File: src/rtl/mux_scan_ctrl_if.sv
// Handshake and data bundle between the scan sequencer and its controller/mux.
interface mux_scan_ctrl_if #(
  parameter int DWELL_W = 8
);
  logic               iStart;
  logic               iStop;
  logic               iMode;
  logic [7:0]         iMask;
  logic [DWELL_W-1:0] iDwell;
  logic               iMuxY;
  logic [2:0]         oSel;
  logic               oSample;
  logic [7:0]         oData;
  logic               oValid;
  logic               oBusy;

  modport master (
    output iStart, iStop, iMode, iMask, iDwell, iMuxY,
    input  oSel, oSample, oData, oValid, oBusy
  );

  modport slave (
    input  iStart, iStop, iMode, iMask, iDwell, iMuxY,
    output oSel, oSample, oData, oValid, oBusy
  );
endinterface

File: src/rtl/mux_scan_ctrl.sv
// Sweeps the 8:1 mux select over a masked channel set, dwelling on each,
// and publishes one 8-bit snapshot per sweep.
module mux_scan_ctrl #(
  parameter int DWELL_W = 8
) (
  input logic             iClk,
  input logic             iRst_n,
  mux_scan_ctrl_if.slave  bus
);
  typedef enum logic {IDLE, DWELL} state_t;

  state_t             state_q, state_d;
  logic [2:0]         sel_q, sel_d;
  logic [DWELL_W-1:0] cnt_q, cnt_d;
  logic [DWELL_W-1:0] dwell_q, dwell_d;
  logic [7:0]         mask_q, mask_d;
  logic               mode_q, mode_d;
  logic [7:0]         shadow_q, shadow_d;
  logic [7:0]         data_q, data_d;
  logic               sample_q, sample_d;
  logic               valid_q, valid_d;
  logic               busy_q, busy_d;
  logic [7:0]         cap;

  function automatic logic [2:0] lowest(input logic [7:0] m);
    logic [2:0] r;
    r = '0;
    for (int i = 7; i >= 0; i--)
      if (m[i]) r = 3'(i);
    return r;
  endfunction

  function automatic logic [2:0] highest(input logic [7:0] m);
    logic [2:0] r;
    r = '0;
    for (int i = 0; i < 8; i++)
      if (m[i]) r = 3'(i);
    return r;
  endfunction

  // Lowest enabled channel strictly above s; only used when one exists.
  function automatic logic [2:0] next_above(input logic [7:0] m, input logic [2:0] s);
    logic [2:0] r;
    r = s;
    for (int i = 7; i >= 0; i--)
      if (m[i] && (i > int'(s))) r = 3'(i);
    return r;
  endfunction

  always_comb begin
    state_d  = state_q;
    sel_d    = sel_q;
    cnt_d    = cnt_q;
    dwell_d  = dwell_q;
    mask_d   = mask_q;
    mode_d   = mode_q;
    shadow_d = shadow_q;
    data_d   = data_q;
    busy_d   = busy_q;
    sample_d = 1'b0;
    valid_d  = 1'b0;
    cap      = shadow_q;
    cap[sel_q] = bus.iMuxY;
    case (state_q)
      IDLE: begin
        if (bus.iStart && !bus.iStop && (bus.iMask != 8'h00)) begin
          mask_d   = bus.iMask;
          dwell_d  = bus.iDwell;
          mode_d   = bus.iMode;
          shadow_d = '0;
          sel_d    = lowest(bus.iMask);
          cnt_d    = bus.iDwell;
          busy_d   = 1'b1;
          state_d  = DWELL;
        end
      end
      DWELL: begin
        if (bus.iStop) begin
          state_d = IDLE;
          busy_d  = 1'b0;
        end else if (cnt_q != '0) begin
          cnt_d = cnt_q - DWELL_W'(1);
        end else begin
          sample_d = 1'b1;
          shadow_d = cap;
          if (sel_q != highest(mask_q)) begin
            sel_d = next_above(mask_q, sel_q);
            cnt_d = dwell_q;
          end else begin
            data_d  = cap;
            valid_d = 1'b1;
            if (!mode_q) begin
              state_d = IDLE;
              busy_d  = 1'b0;
            end else begin
              // Continuous wrap is a latch point, like a fresh start.
              mask_d  = bus.iMask;
              dwell_d = bus.iDwell;
              mode_d  = bus.iMode;
              if (bus.iMask != 8'h00) begin
                shadow_d = '0;
                sel_d    = lowest(bus.iMask);
                cnt_d    = bus.iDwell;
              end else begin
                state_d = IDLE;
                busy_d  = 1'b0;
              end
            end
          end
        end
      end
      default: state_d = IDLE;
    endcase
  end

  always_ff @(posedge iClk) begin
    if (!iRst_n) begin
      state_q  <= IDLE;
      sel_q    <= '0;
      cnt_q    <= '0;
      dwell_q  <= '0;
      mask_q   <= '0;
      mode_q   <= 1'b0;
      shadow_q <= '0;
      data_q   <= '0;
      sample_q <= 1'b0;
      valid_q  <= 1'b0;
      busy_q   <= 1'b0;
    end else begin
      state_q  <= state_d;
      sel_q    <= sel_d;
      cnt_q    <= cnt_d;
      dwell_q  <= dwell_d;
      mask_q   <= mask_d;
      mode_q   <= mode_d;
      shadow_q <= shadow_d;
      data_q   <= data_d;
      sample_q <= sample_d;
      valid_q  <= valid_d;
      busy_q   <= busy_d;
    end
  end

  assign bus.oSel    = sel_q;
  assign bus.oSample = sample_q;
  assign bus.oData   = data_q;
  assign bus.oValid  = valid_q;
  assign bus.oBusy   = busy_q;
endmodule

File: src/flat_wrapper.sv
// flat-port wrapper written by rule: the top's interface ports become plain ports
module mux_scan_ctrl_flat 
#(
  parameter int DWELL_W = 8
)
  (iClk, iRst_n, bus_iStart, bus_iStop, bus_iMode, bus_iMask, bus_iDwell, bus_iMuxY, bus_oSel, bus_oSample, bus_oData, bus_oValid, bus_oBusy);
  mux_scan_ctrl_if #(.DWELL_W(DWELL_W)) bus_i ();
  input logic iClk;
  input logic iRst_n;
  input wire logic [$bits(bus_i.iStart)-1:0] bus_iStart;
  input wire logic [$bits(bus_i.iStop)-1:0] bus_iStop;
  input wire logic [$bits(bus_i.iMode)-1:0] bus_iMode;
  input wire logic [$bits(bus_i.iMask)-1:0] bus_iMask;
  input wire logic [$bits(bus_i.iDwell)-1:0] bus_iDwell;
  input wire logic [$bits(bus_i.iMuxY)-1:0] bus_iMuxY;
  output wire logic [$bits(bus_i.oSel)-1:0] bus_oSel;
  output wire logic [$bits(bus_i.oSample)-1:0] bus_oSample;
  output wire logic [$bits(bus_i.oData)-1:0] bus_oData;
  output wire logic [$bits(bus_i.oValid)-1:0] bus_oValid;
  output wire logic [$bits(bus_i.oBusy)-1:0] bus_oBusy;
  assign bus_i.iStart = bus_iStart;
  assign bus_i.iStop = bus_iStop;
  assign bus_i.iMode = bus_iMode;
  assign bus_i.iMask = bus_iMask;
  assign bus_i.iDwell = bus_iDwell;
  assign bus_i.iMuxY = bus_iMuxY;
  assign bus_oSel = bus_i.oSel;
  assign bus_oSample = bus_i.oSample;
  assign bus_oData = bus_i.oData;
  assign bus_oValid = bus_i.oValid;
  assign bus_oBusy = bus_i.oBusy;
  mux_scan_ctrl #(.DWELL_W(DWELL_W)) u_core (.iClk(iClk), .iRst_n(iRst_n), .bus(bus_i));
endmodule
File: config.mk
export PLATFORM = sky130hd
export DESIGN_NAME = mux_scan_ctrl_flat
export DESIGN_NICKNAME = d
export VERILOG_FILES = /design/src/rtl/mux_scan_ctrl_if.sv /design/src/rtl/mux_scan_ctrl.sv /design/src/flat_wrapper.sv
export SDC_FILE = /design/constraint.sdc
export NUM_CORES = 1
export LEC_CHECK = 0
export ABC_AREA = 1
export BUFFER_PORTS_ARGS = -buffer_cell sky130_fd_sc_hd__buf_2
export CORE_MARGIN = 3
export CORE_UTILIZATION = 35
export DETAILED_ROUTE_END_ITERATION = 10
export SLEW_MARGIN = 40
export SYNTH_ARGS = -nofsm -noshare
export SYNTH_HDL_FRONTEND = slang
export SYNTH_SLANG_ARGS = --single-unit
File: constraint.sdc
create_clock -name iClk -period 3 [get_ports iClk]
set_input_delay 0.6 -clock iClk [delete_from_list [all_inputs] [get_ports iClk]]
set_output_delay 0.6 -clock iClk [all_outputs]
set_load 0.02 [all_outputs]
* Word-level counts from Yosys, hierarchy flattened
Cells that the tools add are included.
** Storage, ports and cells
- Bits in registers :: 48
- Input bits :: 22
- Output and inout bits :: 14
- Word-level logic and storage cells :: 144
** Operators by class
- Add/subtract/negate cells :: 1
- $lt $le $gt $ge :: 9
- Eq/ne operators :: 14
- Muxes and demuxes :: 82
- Bitwise operators :: 5
- Reduce and logical (&&, ||, !) cells :: 22
** Operators with widths (count)
- 8-bit two-way mux :: 21
- 3-bit two-way mux :: 28
- 8-bit case mux with 2 select lines :: 4
- 1-bit two-way mux :: 21
- 4-bit AND reduction :: 4
- 8-bit nonzero test :: 2
- 3-bit greater-than comparator (first input constant) :: 4
- 3-bit inequality test (second input constant) :: 4
- 4-bit inequality test (second input constant) :: 3
- 1-bit logical AND :: 10
- 9-bit inequality test (second input constant) :: 1
- 8-bit bitwise mux :: 1
- 2-bit inequality test (second input constant) :: 4
- 8-bit by 1-bit subtractor with 8-bit output (second input constant) :: 1
- 2-bit by 3-bit greater-than comparator with 1-bit output (first input constant) :: 2
- 1-bit case mux with 2 select lines :: 3
- 3-bit case mux with 2 select lines :: 1
- 6-bit AND reduction :: 1
- 1-bit inverter :: 5
- 5-bit AND reduction :: 1
- 3-bit by 4-bit < comparator with 1-bit output (second input constant) :: 1
- 2-bit two-way mux :: 2
- 4-bit OR reduction :: 1
- 1-bit demux with 3-bit select :: 1
- other kinds (7) :: 7

* Depth between registers and ports, before layout
Gate-level depths: netlist of run 1.
- Depth in word-level cells :: 15
- Mapped depth :: 16
- Depth with buffers taken out :: 16

* Least setup slack after synthesis of run 1
OpenSTA, ideal clock, no wires.
- Path kind :: input to register
- Start :: in bus_iMask[2]
- End :: reg u_core.mask_q[7]
- Library setup time :: 119 ps
- Arrival time :: 1589 ps
- Required time :: 2881 ps
- Slack :: 1292 ps
- Cell stages on the path :: 10
- Path buffers :: 1
- Path through :: inv_1 -> nand3_1 -> nor2_1 -> inv_1 -> nand4_1 -> a21oi_4 -> nand3_4 -> buf_6 -> o21ai_1 -> a21oi_1
** Between the ends
- Word-level cells in the longest chain between the ends :: 4
** RTL lines
- start: declaration :: RTL line flat_wrapper.sv:13 : input wire logic [$bits(bus_i.iMask)-1:0] bus_iMask;
- 8-bit nonzero test :: RTL line mux_scan_ctrl.sv:66 : if (bus.iStart && !bus.iStop && (bus.iMask != 8'h00)) begin
- 1-bit logical AND :: RTL line mux_scan_ctrl.sv:66
- 2-bit by 1-bit inequality test with 1-bit output (no source line)
- 5-bit AND reduction (no source line)
- end signal: assignment :: RTL line mux_scan_ctrl.sv:134 : mask_q <= mask_d;
- end: declaration :: RTL line mux_scan_ctrl.sv:16 : logic [7:0] mask_q, mask_d;
Every way passes these cells.
A chain may end at the register's enable or synchronous reset.

* Worst setup path after layout of run 1
- Start :: reg u_core.state_q
- End :: reg u_core.mask_q[5]
** Between the ends
- Word-level cells in the longest chain between the ends :: 3
** RTL lines
- start: declaration :: RTL line mux_scan_ctrl.sv:12 : state_t state_q, state_d;
- start signal: assignment :: RTL line mux_scan_ctrl.sv:130 : state_q <= state_d;
- 1-bit inverter (no source line)
- 2-bit by 1-bit inequality test with 1-bit output (no source line)
- 5-bit AND reduction (no source line)
Parallel ways exist; a longest one is shown, timed or not.

==> results of run 1 <==
## cells in the final DEF (no fill, tap or decap), types with 2 or more instances in the layout
| cell type | n |
|---|---|
| nand2_1 | 102 |
| buf_2 | 35 |
| inv_2 | 2 |
| clkbuf_8 | 5 |
| nand2_4 | 2 |
| nor2_1 | 34 |
| xor2_1 | 3 |
| ha_1 | 2 |
| a21oi_4 | 2 |
| nand3_4 | 2 |
| clkinvlp_4 | 2 |
| nor2_2 | 4 |
| o21ai_1 | 14 |
| nand2_2 | 3 |
| inv_1 | 50 |
| a31oi_1 | 3 |
| nand3_1 | 37 |
| o211ai_1 | 2 |
| nand4_1 | 4 |
| o31ai_1 | 2 |
| dfxtp_1 | 47 |
| o21ai_0 | 14 |
| buf_4 | 2 |
| a21oi_1 | 53 |
## worst min-delay path, cell delays in order, from the launching register on
cell and delay [ns]:
dfxtp_1 0.32, inv_1 0.05, a21oi_1 0.05
## worst min path at each step
stage                                  from           endpoint  slack, ns  cells past startpoint
after floorplan           u_core.dwell_q[3]  u_core.dwell_q[3]       0.42                      2
after detailed placement  u_core.dwell_q[3]  u_core.dwell_q[3]       0.44                      2
final                     u_core.dwell_q[3]  u_core.dwell_q[3]       0.45                      2
after global placement    u_core.dwell_q[3]  u_core.dwell_q[3]       0.44                      2
after global routing      u_core.dwell_q[6]  u_core.dwell_q[6]       0.48                      2
after CTS                 u_core.dwell_q[3]  u_core.dwell_q[3]       0.45                      2
## area by class of cell
type / count / area (µm²)
fillers: 812 / 4378
multi-input cells: 292 / 1444
flip-flops and latches: 47 / 940.9
inverters: 53 / 200.2
repair buffers: 37 / 190.2
well taps: 99 / 123.9
clock buffers: 5 / 68.82
clock inverters: 3 / 23.77
## power breakdown
part	internal [mW]	switching, mW
registers	0.661	0.0328
clock network	0.167	0.231
logic	0.135	0.297
## state kept, by name, summed over array words and instances, names as in the netlist
signal              flops
u_core.bus.oSel         3
u_core.state_q          1
u_core.bus.oSample      1
u_core.mask_q           7
u_core.mode_q           1
u_core.bus.oData        8
u_core.dwell_q          8
u_core.bus.oBusy        1
u_core.bus.oValid       1
u_core.cnt_q            8
u_core.shadow_q         8
## per-layer routing
layer / routed length [µm] / global-route usage / part of all wire
met2: 3205 / 0.2643 / 0.49
met5: 0 / 0 / 0
met1: 3117 / 0.1983 / 0.47
met3: 174 / 0.02885 / 0.026
met4: 70 / 0.04091 / 0.011
## kinds of logic (layout without fill, tap and decap cells)
logic type                 Yosys count  after routing  synth area share
and+or+nand+nor                    193            193            0.3239
xor gates and xnor gates             3              3          0.009747
adders and majority gates            2              2          0.009279
buffers and inverters               68             98            0.1155
DFF                                 47             47            0.3490
AOI/OAI and AO/OA                   94             94            0.1926
## metrics by stage
step	cells	hold WS, ns	area [µm²]	utilization
after floorplan	407	0.4241	2696	-
after global placement	528	0.4370	2899	0.3934
after detailed placement	528	0.4377	2899	0.3934
after CTS	536	0.4515	2992	0.4059
after global routing	536	0.4764	2992	0.4059
final	536	0.4486	2992	0.4059
==> impl_metrics.csv, run 1 <==
group,metric,value,unit
run_status,outcome,"complete, no violations",
sta,max_freq,0.4553,GHz
clock_network,cts.repair.resized,0,
critical_path,cp_data_arrival_time,2.38,ns
sta,rsz0062_at_grt,"no",
routing,drc,0,
sta,finalSetupViolations,0,
critical_path,crit_family,"compound AO/OA/AOI/OAI gates",
critical_path,crit_chain,"inv_1 > nor2_1 > inv_1 > a21oi_4 > nand3_4 > o21ai_1 > a21oi_1",
cells_and_area,insertedDiodeCount,0,
clock_network,cts.sinks,47,
critical_path,crit_end,"u_core.mask_q[5]",
synthesis,synth_commonest_cells,"102 x nand2_1, 53 x a21oi_1, 50 x inv_1",
grt,grtUsageTotal,0.1544,
hold_path,hold_path.class,"reg2reg",
synthesis,ys_ff_latch,47,
sta,period_needed,2.196,ns
placed_design,portBuffers,35,
die,rows,31,
critical_path,endpoint_kind,"flop",
die,dieArea,0.008793,mm²
die,io_pins,36,
sta,relSlewSlack,0.5123,
cells_and_area,areaGrowthSynthToFinish,10.95,%
routing,drt-total-wl,6.567,mm
clock_network,cts_tree,"done",
pwr,leakage,1.330,nW
critical_path,crit_buf_inv,2,
clock_network,cts_setup_buffers,0,
clock_network,ctsRootBufferMaster,"clkbuf_8",
sta,timing.setup.tns,0,ns
clock_network,ctsHoldBuffers,0,
critical_path,worst-path-max-fanout,30,
pwr,ir_drop,200.6,µV
grt,antenna_found_initial,0,
sta,setup_ws,0.8037,ns
synthesis,yosysWarnings,0,
cells_and_area,drive_gt1_frac,0.1465,
pwr,p_per_area,509.7,mW/mm²
grt,grt_max_degree,31,
synthesis,synth_area,0.002696,mm²
routing,routedWlPerCell,12.25,µm
synthesis,syn_inst,407,
critical_path,crit_start,"u_core.state_q",
placed_design,gp_congestion,0.8767,
die,floorplan.initialDensity,0.3659,
sta,maxSlewViolCount,0,
synthesis,synthFlopType,"dfxtp_1",
synthesis,ys_types,34,
grt,grt_pass1_wl,10.96,mm
die,chipWidth,93.77,µm
critical_path,cpPeakStageDelay,0.53,ns
die,floorplan.core_area,0.007370,mm²
synthesis,synth_largest_area_cell,"dfxtp_1",
job,drv_cap,0,
routing,dr.pass1.iters,4,
critical_path,worstSetupStartpointType,"flop",
synthesis,ys_seq_area_frac,0.3490,
cells_and_area,nNetsFinal,460,
clock_network,cts.path.max_buffers,2,
synthesis,avgSynthCellArea,6.625,µm²
placed_design,dp_slack,0.7482,ns
critical_path,crit_path_top_delay_cell,"dfxtp_1",
critical_path,crit_path_frequent_cell,"inv_1",
synthesis,yosys.area.top_type_share,0.3490,
grt,grt_pass1_vias,2338,
critical_path,worstPathRequired,3.19,ns
critical_path,reg2reg_depth,7,
synthesis,synth_nets,431,
sta,tightest_slew,0.7307,ns
synthesis,async_flop_share,0,
synthesis,synth.area.top_cells,"dfxtp_1 35%, nand2_1 14%, a21oi_1 9.8%, inv_1 7.0%, nand3_1 6.9%",
routing,ant_nets,0,
sta,hold_viol_final,0,
routing,drt_iter0_markers,96,
critical_path,r2r_start,"u_core.state_q",
placed_design,hpwlAfterDp,4.982,mm
sta,period_share,0.7321,
routing,via_count,2598,
sta,skew,0.01440,ns
critical_path,reg2reg_to,"u_core.mask_q[5]",
pwr,power,1.525,mW
routing,routed_via_density,4.847,
critical_path,rrSetupSlack,0.80,ns
critical_path,worst-path-stages,7,
synthesis,yosysMostFrequentCell,"nand2_1",
clock_network,htree_num_levels,2,
synthesis,synth-edff-count,0,
die,dieHeight,93.77,µm
clock_network,cts_inserted_buffers,5,
grt,grt_overflow_total,0,
clock_network,worstSkewPairLatency,0.31,ns
critical_path,path_class,"reg2reg",
clock_network,clkTransAtPathRegs,0.09,ns
Power figures use the tool's default switching activity.
==> run 2: changes to the inputs <==
ABC_AREA = 0   (was 1)
clock period = 1.9 ns   (was 3 ns; I/O delays follow)
==> run 2 against run 1 <==
Against the previous run: the run now ends with negative setup slack left; register-to-register slack lost 1.0 ns; synthesized area grew 3.6%; worst hold slack lost 0.12 ns; die area grew 3.3%; wire length grew 30%; maximum frequency grew 2.8%; critical path depth shrank 1; critical endpoint is now u_core.bus.oSel[1]; largest cell class unchanged; largest power group unchanged; highest routed layer unchanged.
==> impl_metrics.csv, run 2 <==
group,metric,value,unit
pwr,p_sw,0.9467,mW
routing,routed_via_density,5.381,
die,dieHeight,95.33,µm
routing,dr.pass1.iters,4,
pwr,p_per_area,687.9,mW/mm²
pwr,p_sw_frac,0.3403,
clock_network,ctsRootBufferMaster,"clkbuf_8",
critical_path,path_class,"reg2reg",
sta,setup_ws,-0.2359,ns
pwr,ir_drop,419.8,µV
placed_design,hpwlAfterDp,5.894,mm
sta,max_freq,0.4682,GHz
cells_and_area,areaGrowthSynthToFinish,44.80,%
synthesis,ys_seq_area_frac,0.3369,
grt,antenna_found_initial,0,
run_status,outcome,"finished, violations left",
cells_and_area,nNetsFinal,478,
clock_network,cts_inserted_buffers,5,
critical_path,endpoint_kind,"flop",
synthesis,synth.area.top_cells,"dfxtp_1 34%, mux2i_1 8.6%, nand2_1 6.6%, nor2_1 4.6%, o21ai_0 3.9%",
clock_network,cts.path.max_buffers,2,
die,dieArea,0.009087,mm²
synthesis,yosys.area.top_type_share,0.3369,
pwr,power_frac_clock,0.240,
sta,period_needed,2.136,ns
die,rows,31,
synthesis,synth_area,0.002793,mm²
clock_network,ctsHoldBuffers,0,
synthesis,avgSynthCellArea,7.934,µm²
critical_path,worst-path-max-fanout,4,
die,floorplan.initialDensity,0.3731,
pwr,leakage,1.648,nW
sta,timing.setup.tns,-5.704,ns
cells_and_area,drive_gt1_frac,0.4198,
grt,grt_pass1_wl,13.93,mm
pwr,internal-power,1.835,mW
synthesis,synthFlopType,"dfxtp_1",
sta,maxSlewViolCount,0,
grt,grt_max_degree,26,
clock_network,worstSkewPairLatency,0.31,ns
sta,period_share,1.124,
sta,finalSetupViolations,44,
routing,drt-total-wl,8.515,mm
sta,skew,0.007602,ns
synthesis,yosysWarnings,0,
cells_and_area,stdcell_count,554,
clock_network,htree_num_levels,2,
synthesis,synth-edff-count,0,
clock_network,cts.sinks,47,
synthesis,syn_inst,352,
die,floorplan.core_area,0.007486,mm²
critical_path,rrSetupSlack,-0.24,ns
synthesis,synth_largest_area_cell,"dfxtp_1",
routing,via_count,2981,
placed_design,gp_congestion,0.8641,
critical_path,worstPathRequired,2.12,ns
grt,grt_overflow_total,0,
sta,relSlewSlack,0.5314,
synthesis,ys_types,60,
die,chipWidth,95.33,µm
routing,routedWlPerCell,15.37,µm
clock_network,clkTransAtPathRegs,0.10,ns
critical_path,cp_data_arrival_time,2.35,ns
sta,hold_viol_final,0,
sta,rsz0062_at_grt,"yes",
run_status,violations,"negative setup slack",
placed_design,dp.cells,539,
die,io_pins,36,
cells_and_area,layout_commonest_cell,"buf_4",
routing,ant_nets,0,
grt,grt_pass1_vias,2855,
synthesis,async_flop_share,0,
hold_path,hold_path.class,"in2reg",
synthesis,yosysMostFrequentCell,"nand2_1",
pwr,power,2.782,mW
grt,grtUsageTotal,0.1920,
synthesis,synth_nets,376,
synthesis,ys_ff_latch,47,
pwr,combPwrFrac,0.376,
synthesis,synth_commonest_cells,"49 x nand2_1, 47 x dfxtp_1, 34 x nor2_1",
routing,drc,0,
job,drv_cap,0,
cells_and_area,final_cell_mix,"73 x buf_4, 47 x nand2_1, 39 x dfxtp_1",
placed_design,portBuffers,35,
routing,drt_iter0_markers,132,
sta,tightest_slew,0.6852,ns
clock_network,cts_tree,"done",
cells_and_area,insertedDiodeCount,0,
pwr,seqPwrFrac,0.384,
placed_design,dp_slack,-0.2344,ns
critical_path,worstSetupStartpointType,"flop",
## run 2: changes by cell type after synthesis, moves of 10 or more
cell	delta
nand2_1	-53
inv_1	-40
mux2i_1	+24
nand3_1	-26
o21ai_1	-14
a21oi_1	-39
nor3_1	+10
## run 2: critical path: stages (launching register included)
cell and delay, ns:
dfxtp_2 0.33, or4_4 0.54, a211oi_4 0.23, or2_4 0.20
a21oi_2 0.06, or4_1 0.48, a311oi_1 0.21
## run 2: cell families (layout without fill, tap and decap cells)
kind of cell	count (synthesis)	in the layout	share of synthesized area
xor+xnor	2	2	0.006274
simple gates	144	144	0.2509
flops	47	47	0.3369
mux	25	25	0.09005
compound gates	98	98	0.2478
fa+ha+maj	2	2	0.008959
buf+inv	34	137	0.05914
## run 2: worst paths after layout
path	to	cells past startpoint	from
worst max-delay path	u_core.bus.oSel[1]	6	u_core.mask_q[4]
worst min-delay path	u_core.dwell_q[2]	3	bus_iDwell[2]
worst max register to register	u_core.bus.oSel[1]	6	u_core.mask_q[4]
worst min register to register	u_core.dwell_q[4]	2	u_core.dwell_q[4]
## run 2: power groups by stage
stage / registers, mW / logic [mW] / clock network, mW
after global placement: 1.09 / 0.861 / 0
after global routing: 1.07 / 1.13 / 0.730
after CTS: 1.07 / 0.974 / 0.679
after detailed placement: 1.09 / 0.874 / 0
after floorplan: 1.10 / 0.480 / 0
final: 1.07 / 1.05 / 0.667
## run 2: what timing repair did
action | CTS | global route
pin swaps | 10 | 9
setup endpoints to repair | 44 | 46
endpoints found under the hold margin | 0 | 0
gates resized for setup | 41 | 32
gates cloned | 2 | 0
buffers inserted | 4 | 3
## run 2: final cells by class
type,instances,area (µm²)
clock inverter,2,16.27
inverter,11,41.29
sequential,47,955.9
multi-input combinational,271,1963
fill,708,3442
tap,99,123.9
clock buffer,6,82.58
timing repair buffer,118,860.8
## run 2: metal layers
layer,vias up,GRT usage,routed length [µm]
met3,8,0.02762,273
met5,-,0,0
met1,1434,0.2543,3871
met4,0,0.05288,90
li1,1493,-,-
met2,46,0.3242,4280
## run 2: metrics by stage
stage / utilization / hold slack (ns) / area (µm²)
2_1_floorplan: - / 0.4309 / 2865
3_3_place_gp: 0.4865 / 0.4406 / 3642
3_5_place_dp: 0.4865 / 0.4486 / 3642
4_1_cts: 0.5275 / 0.3262 / 3949
5_1_grt: 0.5402 / 0.3298 / 4044
6_report: 0.5402 / 0.3254 / 4044
